<file path="src/rtl/traffic_fsm_if.sv">
// Lamp/timebase bundle between the intersection controller and its surroundings.
// master drives tick/sensor/wr and observes lamps; slave is the controller.
interface traffic_fsm_if;
    logic tick;
    logic sensor;
    logic wr;
    logic wr_reset;
    logic main_grn;
    logic main_yel;
    logic main_red;
    logic side_grn;
    logic side_yel;
    logic side_red;
    logic walk_lamp;

    modport master (
        output tick, sensor, wr,
        input  wr_reset, main_grn, main_yel, main_red,
        input  side_grn, side_yel, side_red, walk_lamp
    );

    modport slave (
        input  tick, sensor, wr,
        output wr_reset, main_grn, main_yel, main_red,
        output side_grn, side_yel, side_red, walk_lamp
    );
endinterface

</file>
<file path="src/rtl/traffic_fsm.sv">
// Main/side street traffic light controller with walk phase, tick-timed intervals.
// Lamps are Moore outputs of the state register; wr_reset is registered; no backpressure.
module traffic_fsm #(
    parameter int T_BASE = 6,
    parameter int T_EXT  = 3,
    parameter int T_YEL  = 2
) (
    input  logic          clk,
    input  logic          reset,
    traffic_fsm_if.slave  bus
);

    typedef enum logic [2:0] {
        MG1  = 3'd0,
        MG2  = 3'd1,
        MY   = 3'd2,
        WALK = 3'd3,
        SG1  = 3'd4,
        SG2  = 3'd5,
        SY   = 3'd6
    } state_e;

    localparam logic [3:0] BASE_LAST = 4'(T_BASE - 1);
    localparam logic [3:0] EXT_LAST  = 4'(T_EXT - 1);
    localparam logic [3:0] YEL_LAST  = 4'(T_YEL - 1);

    state_e     state_q, state_d;
    logic [3:0] cnt_q, cnt_d;
    logic       ext_q, ext_d;
    logic       wr_reset_q, wr_reset_d;
    logic [3:0] last_cnt;
    logic       expire;

    always_ff @(posedge clk) begin
        if (reset) begin
            state_q    <= MG1;
            cnt_q      <= 4'd0;
            ext_q      <= 1'b0;
            wr_reset_q <= 1'b0;
        end else begin
            state_q    <= state_d;
            cnt_q      <= cnt_d;
            ext_q      <= ext_d;
            wr_reset_q <= wr_reset_d;
        end
    end

    always_comb begin
        last_cnt   = BASE_LAST;
        state_d    = state_q;
        ext_d      = ext_q;
        cnt_d      = bus.tick ? cnt_q + 4'd1 : cnt_q;
        wr_reset_d = 1'b0;

        case (state_q)
            MG2:      last_cnt = ext_q ? EXT_LAST : BASE_LAST;
            MY, SY:   last_cnt = YEL_LAST;
            WALK, SG2: last_cnt = EXT_LAST;
            default:  last_cnt = BASE_LAST;
        endcase
        expire = bus.tick && (cnt_q == last_cnt);

        // sensor and wr only matter on the expiry cycle of the state that reads them
        case (state_q)
            MG1: if (expire) begin
                state_d = MG2;
                ext_d   = bus.sensor;
            end
            MG2:  if (expire) state_d = MY;
            MY:   if (expire) state_d = bus.wr ? WALK : SG1;
            WALK: if (expire) state_d = SG1;
            SG1:  if (expire) state_d = bus.sensor ? SG2 : SY;
            SG2:  if (expire) state_d = SY;
            SY:   if (expire) state_d = MG1;
            default: state_d = MG1;
        endcase

        if (state_d != state_q) begin
            cnt_d = 4'd0;
        end
        wr_reset_d = (state_d == WALK) && (state_q != WALK);
    end

    always_comb begin
        bus.main_grn  = 1'b0;
        bus.main_yel  = 1'b0;
        bus.main_red  = 1'b0;
        bus.side_grn  = 1'b0;
        bus.side_yel  = 1'b0;
        bus.side_red  = 1'b0;
        bus.walk_lamp = 1'b0;
        case (state_q)
            MY: begin
                bus.main_yel = 1'b1;
                bus.side_red = 1'b1;
            end
            WALK: begin
                bus.main_red  = 1'b1;
                bus.side_red  = 1'b1;
                bus.walk_lamp = 1'b1;
            end
            SG1, SG2: begin
                bus.main_red = 1'b1;
                bus.side_grn = 1'b1;
            end
            SY: begin
                bus.main_red = 1'b1;
                bus.side_yel = 1'b1;
            end
            default: begin
                bus.main_grn = 1'b1;
                bus.side_red = 1'b1;
            end
        endcase
    end

    assign bus.wr_reset = wr_reset_q;

endmodule

</file>
<file path="src/flat_wrapper.sv">
// flat-port wrapper written by rule: the top's interface ports become plain ports
module traffic_fsm_flat 
#(
    parameter int T_BASE = 6,
    parameter int T_EXT  = 3,
    parameter int T_YEL  = 2
)
  (clk, reset, bus_tick, bus_sensor, bus_wr, bus_wr_reset, bus_main_grn, bus_main_yel, bus_main_red, bus_side_grn, bus_side_yel, bus_side_red, bus_walk_lamp);
  traffic_fsm_if bus_i ();
  input  logic clk;
  input  logic reset;
  input wire logic [$bits(bus_i.tick)-1:0] bus_tick;
  input wire logic [$bits(bus_i.sensor)-1:0] bus_sensor;
  input wire logic [$bits(bus_i.wr)-1:0] bus_wr;
  output wire logic [$bits(bus_i.wr_reset)-1:0] bus_wr_reset;
  output wire logic [$bits(bus_i.main_grn)-1:0] bus_main_grn;
  output wire logic [$bits(bus_i.main_yel)-1:0] bus_main_yel;
  output wire logic [$bits(bus_i.main_red)-1:0] bus_main_red;
  output wire logic [$bits(bus_i.side_grn)-1:0] bus_side_grn;
  output wire logic [$bits(bus_i.side_yel)-1:0] bus_side_yel;
  output wire logic [$bits(bus_i.side_red)-1:0] bus_side_red;
  output wire logic [$bits(bus_i.walk_lamp)-1:0] bus_walk_lamp;
  assign bus_i.tick = bus_tick;
  assign bus_i.sensor = bus_sensor;
  assign bus_i.wr = bus_wr;
  assign bus_wr_reset = bus_i.wr_reset;
  assign bus_main_grn = bus_i.main_grn;
  assign bus_main_yel = bus_i.main_yel;
  assign bus_main_red = bus_i.main_red;
  assign bus_side_grn = bus_i.side_grn;
  assign bus_side_yel = bus_i.side_yel;
  assign bus_side_red = bus_i.side_red;
  assign bus_walk_lamp = bus_i.walk_lamp;
  traffic_fsm #(.T_BASE(T_BASE), .T_EXT(T_EXT), .T_YEL(T_YEL)) u_core (.clk(clk), .reset(reset), .bus(bus_i));
endmodule
</file>
<file path="config.mk">
export PLATFORM = sky130hd
export DESIGN_NAME = traffic_fsm_flat
export DESIGN_NICKNAME = d
export VERILOG_FILES = /design/src/rtl/traffic_fsm_if.sv /design/src/rtl/traffic_fsm.sv /design/src/flat_wrapper.sv
export SDC_FILE = /design/constraint.sdc
export NUM_CORES = 1
export LEC_CHECK = 0
export ABC_AREA = 1
export ABC_CLOCK_PERIOD_IN_PS = 2200
export CORE_UTILIZATION = 44
export DETAILED_ROUTE_END_ITERATION = 6
export PLACE_DENSITY = 0.72
export RECOVER_POWER = 25
export SYNTH_ARGS = -nofsm -noshare
export SYNTH_HDL_FRONTEND = slang
export SYNTH_SLANG_ARGS = --single-unit
</file>
<file path="constraint.sdc">
create_clock -name clk -period 2.2 [get_ports clk]
set_input_delay 0.55 -clock clk [delete_from_list [all_inputs] [get_ports clk]]
set_output_delay 0.55 -clock clk [all_outputs]
set_load 0.02 [all_outputs]
</file>
==> results of run 1 <==
[worst max-delay path by stage]
stage | startpoint | to | slack (ns) | cells past startpoint
after floorplan | u_core.state_q[1]$_SDFF_PP0_ | bus_main_red | 0.46 | 6
after global placement | bus_tick | u_core.cnt_q[3]$_SDFFE_PP0P_ | -0.03 | 14
after detailed placement | bus_tick | u_core.cnt_q[3]$_SDFFE_PP0P_ | -0.07 | 14
after CTS | u_core.state_q[0]$_SDFF_PP0_ | bus_side_yel | 0.07 | 5
after global routing | u_core.state_q[1]$_SDFF_PP0_ | bus_main_red | 0.04 | 6
final | u_core.state_q[1]$_SDFF_PP0_ | bus_main_red | 0.16 | 6
[Yosys cell counts (all sizes together)]
cell,number
nand2,35
nand4,2
o21ai,3
a31oi,1
nor3,2
nand3,13
buf,1
a21oi,3
xor2,2
dfxtp,9
ha,1
inv,19
nand3b,1
xnor2,1
nor2,18
o2111ai,1
[worst reg2reg max path, delay by kind of cell (launching register included)]
kind | cells | cell delay [ns]
simple gates | 15 | 1.17
flops | 1 | 0.36
buf+inv | 2 | 0.23
[power breakdown]
part / total [W] / internal, W / switching, W
Clock: 0.000129 / 0.0000699 / 0.0000588
Combinational: 0.0000442 / 0.0000213 / 0.0000229
Sequential: 0.000172 / 0.000168 / 0.00000484
Total: 0.000345 / 0.000259 / 0.0000866
[cells by family (layout without fill, tap and decap cells)]
family,after synthesis,after routing,synth area share (%)
flops,9,9,25.2
simple gates,71,71,50.5
compound gates,8,8,7.87
xor+xnor,3,3,3.67
fa+ha+maj,1,1,1.75
buf+inv,20,49,11.0
[state kept, by name, indices dropped and copies added (netlist names)]
name	cells
u_core.bus.wr_reset	1
u_core.cnt_q	4
u_core.state_q	3
u_core.ext_q	1
[cell usage in the layout, fill, tap and decap left out, types with 4 or more instances in the layout]
master	instances
buf_4	13
dlygate4sd2_1	5
nand2_2	7
nand3_1	9
dfxtp_1	8
nor2_1	15
nand3_2	4
nand2_1	27
clkdlybuf4s50_1	5
inv_1	16
[metal layers]
layer  up-vias  wire, µm  global-route usage [%]
li1        408         -                       -
met1       354       806                    28.3
met2         6       722                    29.8
met3         2        25                    2.59
met4         0        15                    13.1
met5         -         0                       0
[stage by stage]
stage / setup WS [ns] / util, % / cells / TNS (ns)
after global placement: -0.0302 / 63.3 / 153 / -0.112
after detailed placement: -0.0673 / 63.3 / 153 / -0.259
after floorplan: 0.465 / - / 112 / 0
after CTS: 0.0674 / 64.7 / 157 / 0
final: 0.160 / 64.0 / 157 / 0
after global routing: 0.0414 / 64.0 / 157 / 0
[final cells by class]
cell class / instances / area (µm²)
multi-input combinational: 83 / 457
timing repair buffer: 26 / 209
tap: 16 / 20.0
clock buffer: 4 / 26.3
fill: 143 / 542
inverter: 19 / 71.3
sequential: 9 / 181
[what timing repair did]
action,in CTS,in global routing
buffers inserted,0,0
endpoints found under the setup margin,5,1
resized for setup,6,1
gates cloned,0,0
==> flow_metrics.tcl, run 1 <==
set metrics [dict create \
    p_total_w 0.000345 \
    grt_pass1_vias 660 \
    grt_antenna_before_repair 0 \
    cts_hold_buffers 0 \
    cp_data_arrival_time_ns 1.49 \
    ys_seq_area_share_pct 25.2 \
    firstDrtPassIters 4 \
    p_per_area_mw_per_mm2 358 \
    cp_common_cell "nor2_1" \
    finalCriticalPeriod_ns 2.04 \
    synthTopCellsByArea "dfxtp_1 25%, nand2_1 14%, inv_1 8.4%, nor2_1 7.9%, nand3_1 6.3%" \
    area_growth_pct 34.8 \
    p_leak_nw 0.509 \
    syn_area_um2 716 \
    hold_class "register to register" \
    tightest_slew_ns 0.241 \
    rsz0062_at_grt "no" \
    worst_setup_path_end_kind "output port" \
    ys_warn_count 0 \
    r2r_cells 17 \
    die_area_mm2 0.00179 \
    critPathRequiredTime_ns 1.65 \
    crit_path_max_fanout 8 \
    synth_top_cell_by_area "dfxtp_1" \
    place_area_um2 953 \
    cp_cell_sequence "nor2_1 -> inv_1 -> nor2_1 -> nor2_1 -> nand2_1 -> dlygate4sd2_1" \
    slew_headroom_pct 83.8 \
    gp_congestion 0.840 \
    start_util_pct 47.5 \
    vias_per_cell 4.90 \
    holdPathEnd "u_core.ext_q$_SDFFE_PP0P_" \
    synth_top_area_share_pct 25.2 \
    postSynthAreaPerCell_um2 6.39 \
    synth.distinct_cells 22 \
    min_period_over_period_pct 92.7 \
    slowest_delay_ns 0.36 \
    ant_nets 0 \
    post_drt_wl_per_cell_um 10.0 \
    post-route-cell-area_um2 965 \
    grt_max_degree 9 \
    crit_buf_inv 2 \
    hold_violations 0 \
    chipHeight_um 42.3 \
    synthCells 112 \
    clk_latency_ns 0.26 \
    max-vdd-ir-drop_mv 0.369 \
    drt-initial-drc-count 14 \
    die_w_um 42.3 \
    whs_path_depth 2 \
    crit_type "register to output port" \
    numPortBuffers 12 \
    setup_viol 0 \
    reg2reg_from "u_core.state_q[1]$_SDFF_PP0_" \
    cts_buffers 3 \
    root_buffer "clkbuf_4" \
    min_from "u_core.ext_q$_SDFFE_PP0P_" \
    clock_skew_ns 0.00703 \
    num_antenna_cells 0 \
    rows 14 \
    path_delay_family "simple AND/OR/NAND/NOR gates" \
    clk_pin_slew_worst_paths_ns 0.06 \
    r2r_end "u_core.cnt_q[3]$_SDFFE_PP0P_" \
    grt_usage_pct 20.5 \
    tritoncts "done" \
    rrSetupSlack_ns 0.31 \
    drv_slew 0 \
    detailed_place_hpwl_mm 1.28 \
    status "completed" \
    drt-total-wl_mm 1.57 \
    drcViolationCount 0 \
    cts.sinks 9 \
    grt_pass1_wl_mm 2.73 \
    syn_nets 118 \
    startpoint_type "register" \
    htree_levels 1 \
    ios 13 \
    ctsLongestPathBuffers 2 \
    fp.coreArea_mm2 0.00151 \
    fmax_mhz 490 \
    overflow 0 \
    timing.hold.ws_ns 0.525 \
    cap_violations 0 \
    via_count 770 \
    num-nets-final 148 \
    drive_above_1_share_pct 25.5 \
    slowest_stage "dfxtp_2" \
    ys_ff_latch 9 \
]
Power figures use the tool's default switching activity.
==> run 2, diff against run 1 <==
--- a/config.mk
+++ b/config.mk
@@ -6,8 +6,8 @@
 export NUM_CORES = 1
 export LEC_CHECK = 0
 export ABC_AREA = 1
-export ABC_CLOCK_PERIOD_IN_PS = 2200
 export CORE_UTILIZATION = 44
+export CTS_BUF_LIST = sky130_fd_sc_hd__clkbuf_4
 export DETAILED_ROUTE_END_ITERATION = 6
 export PLACE_DENSITY = 0.72
 export RECOVER_POWER = 25
==> run 2 against run 1 <==
- total power grew 3.8%
- non-clock buffer count did not move
- highest routed layer unchanged
- cell count did not move
- global-route usage increased by 0.089 points
- sequential share of layout area is 0.073 points lower
- clock skew up 0.00068 ns
==> flow_metrics.tcl, run 2 (synthesis gave the netlist of run 1 again) <==
set metrics [dict create \
    status "completed" \
    grt_pass1_vias 672 \
    tightest_slew_ns 0.242 \
    post_drt_wl_per_cell_um 10.1 \
    grt_antenna_before_repair 0 \
    detailed_place_hpwl_mm 1.28 \
    cp_data_arrival_time_ns 1.49 \
    area_growth_pct 35.3 \
    num-nets-final 148 \
    p_clk_share_pct 39.5 \
    clk_latency_ns 0.26 \
    max-vdd-ir-drop_mv 0.373 \
    p_leak_nw 0.512 \
    grt_usage_pct 20.6 \
    largest_reg_flops 4 \
    r2r_end "u_core.cnt_q[3]$_SDFFE_PP0P_" \
    grt_pass1_wl_mm 2.75 \
    switchingPower_w 0.0000873 \
    p_total_w 0.000358 \
    htree_levels 1 \
    startpoint_type "register" \
    fmax_mhz 490 \
    root_buffer "clkbuf_4" \
    drive_above_1_share_pct 26.2 \
    ctsLongestPathBuffers 2 \
    mostFrequentLayoutCell "nand2_1" \
    top_regs "u_core.cnt_q: 4 flops, u_core.state_q: 3 flops" \
    die_area_mm2 0.00179 \
    layout_common_cells "27 x nand2_1, 16 x inv_1, 15 x nor2_1" \
    crit_type "register to output port" \
    crit_path_max_fanout 8 \
    r2r_cells 17 \
    die_w_um 42.3 \
    worst_setup_path_end_kind "output port" \
    gp_congestion 0.840 \
    drt-total-wl_mm 1.58 \
    firstDrtPassIters 4 \
    cap_violations 0 \
    critPathRequiredTime_ns 1.65 \
    overflow 0 \
    combPwrFrac_pct 12.3 \
    setup_viol 0 \
    num_antenna_cells 0 \
    seq_power_share_pct 48.1 \
    rsz0062_at_grt "no" \
    rrSetupSlack_ns 0.31 \
    internal_power_w 0.000271 \
    ios 13 \
    whs_path_depth 2 \
    regMostFlops "u_core.cnt_q" \
    finalCriticalPeriod_ns 2.04 \
    rows 14 \
    ant_nets 0 \
    chipHeight_um 42.3 \
    via_count 761 \
    min_from "u_core.ext_q$_SDFFE_PP0P_" \
    p_per_area_mw_per_mm2 370 \
    hold_violations 0 \
    holdPathEnd "u_core.ext_q$_SDFFE_PP0P_" \
    vias_per_cell 4.85 \
    reg2reg_from "u_core.state_q[1]$_SDFF_PP0_" \
    swShare_pct 24.4 \
    drv_slew 0 \
    clock_skew_ns 0.00771 \
    cts.sinks 9 \
    tritoncts "done" \
    slew_headroom_pct 83.8 \
    hold_class "register to register" \
    clk_pin_slew_worst_paths_ns 0.06 \
    numPortBuffers 12 \
    fp.coreArea_mm2 0.00151 \
    grt_max_degree 9 \
    drcViolationCount 0 \
    start_util_pct 47.5 \
    min_period_over_period_pct 92.7 \
    cts_buffers 3 \
    cts_hold_buffers 0 \
    timing.hold.ws_ns 0.525 \
    drt-initial-drc-count 16 \
]
## run 2: cell counts in the layout (fill, tap and decap cells not counted)
No cell type changed its count.
## run 2: how the worst max path moves through the flow
stage / slack, ns / cells past startpoint / endpoint / startpoint
3_5_place_dp: -0.07 / 14 / u_core.cnt_q[3]$_SDFFE_PP0P_ / bus_tick
2_1_floorplan: 0.46 / 6 / bus_main_red / u_core.state_q[1]$_SDFF_PP0_
6_report: 0.16 / 6 / bus_main_red / u_core.state_q[1]$_SDFF_PP0_
3_3_place_gp: -0.03 / 14 / u_core.cnt_q[3]$_SDFFE_PP0P_ / bus_tick
4_1_cts: 0.07 / 5 / bus_side_yel / u_core.state_q[0]$_SDFF_PP0_
5_1_grt: 0.04 / 6 / bus_main_red / u_core.state_q[1]$_SDFF_PP0_
## run 2: per-layer routing
layer | track usage [%] | up-vias | part of all wire (%)
li1 | - | 409 | -
met1 | 28.3 | 340 | 51
met2 | 30.2 | 10 | 46
met3 | 2.59 | 2 | 2.2
met4 | 13.1 | 0 | 0.95
met5 | 0 | - | 0
## run 2: critical path, stage by stage, from the launching register on
cell and delay [ns]:
dfxtp_2 0.36, nor2_1 0.14, inv_1 0.05, nor2_1 0.20
nor2_1 0.09, nand2_1 0.06, dlygate4sd2_1 0.32
## run 2: layout make-up
cell class / instances / area [µm²]
flip-flops and latches: 9 / 181
fillers: 142 / 538
repair buffers: 26 / 209
inverters: 19 / 71.3
clock buffers: 4 / 30.0
well taps: 16 / 20.0
multi-input cells: 83 / 457
## run 2: power groups by stage
stage	Sequential [W]	Clock (W)	Combinational, W
floorplan	0.000175	0	0.0000285
global placement	0.000176	0	0.0000437
detailed placement	0.000176	0	0.0000448
CTS	0.000172	0.000146	0.0000449
global route	0.000173	0.000154	0.0000495
finish	0.000172	0.000142	0.0000442
## run 2: per-stage QoR
stage / cell area, µm² / util, % / setup slack, ns / cells / setup TNS [ns]
global placement: 953 / 63.3 / -0.0302 / 153 / -0.112
CTS: 978 / 65.0 / 0.0675 / 157 / 0
global route: 968 / 64.3 / 0.0412 / 157 / 0
floorplan: 716 / - / 0.465 / 112 / 0
finish: 968 / 64.3 / 0.160 / 157 / 0
detailed placement: 953 / 63.3 / -0.0673 / 153 / -0.259
## run 2: timing repair
item                       in CTS  in global routing
gates resized for setup         6                  1
cloned                          0                  0
buffers inserted                0                  0
setup endpoints to repair       5                  1
==> run 3, diff against run 2 <==
--- a/config.mk
+++ b/config.mk
@@ -8,6 +8,7 @@
 export ABC_AREA = 1
 export CORE_UTILIZATION = 44
 export CTS_BUF_LIST = sky130_fd_sc_hd__clkbuf_4
+export CTS_CLUSTER_SIZE = 28
 export DETAILED_ROUTE_END_ITERATION = 6
 export PLACE_DENSITY = 0.72
 export RECOVER_POWER = 25
==> results of run 3 <==
No change in the layout: final DEF, timing and power equal those of run 2.
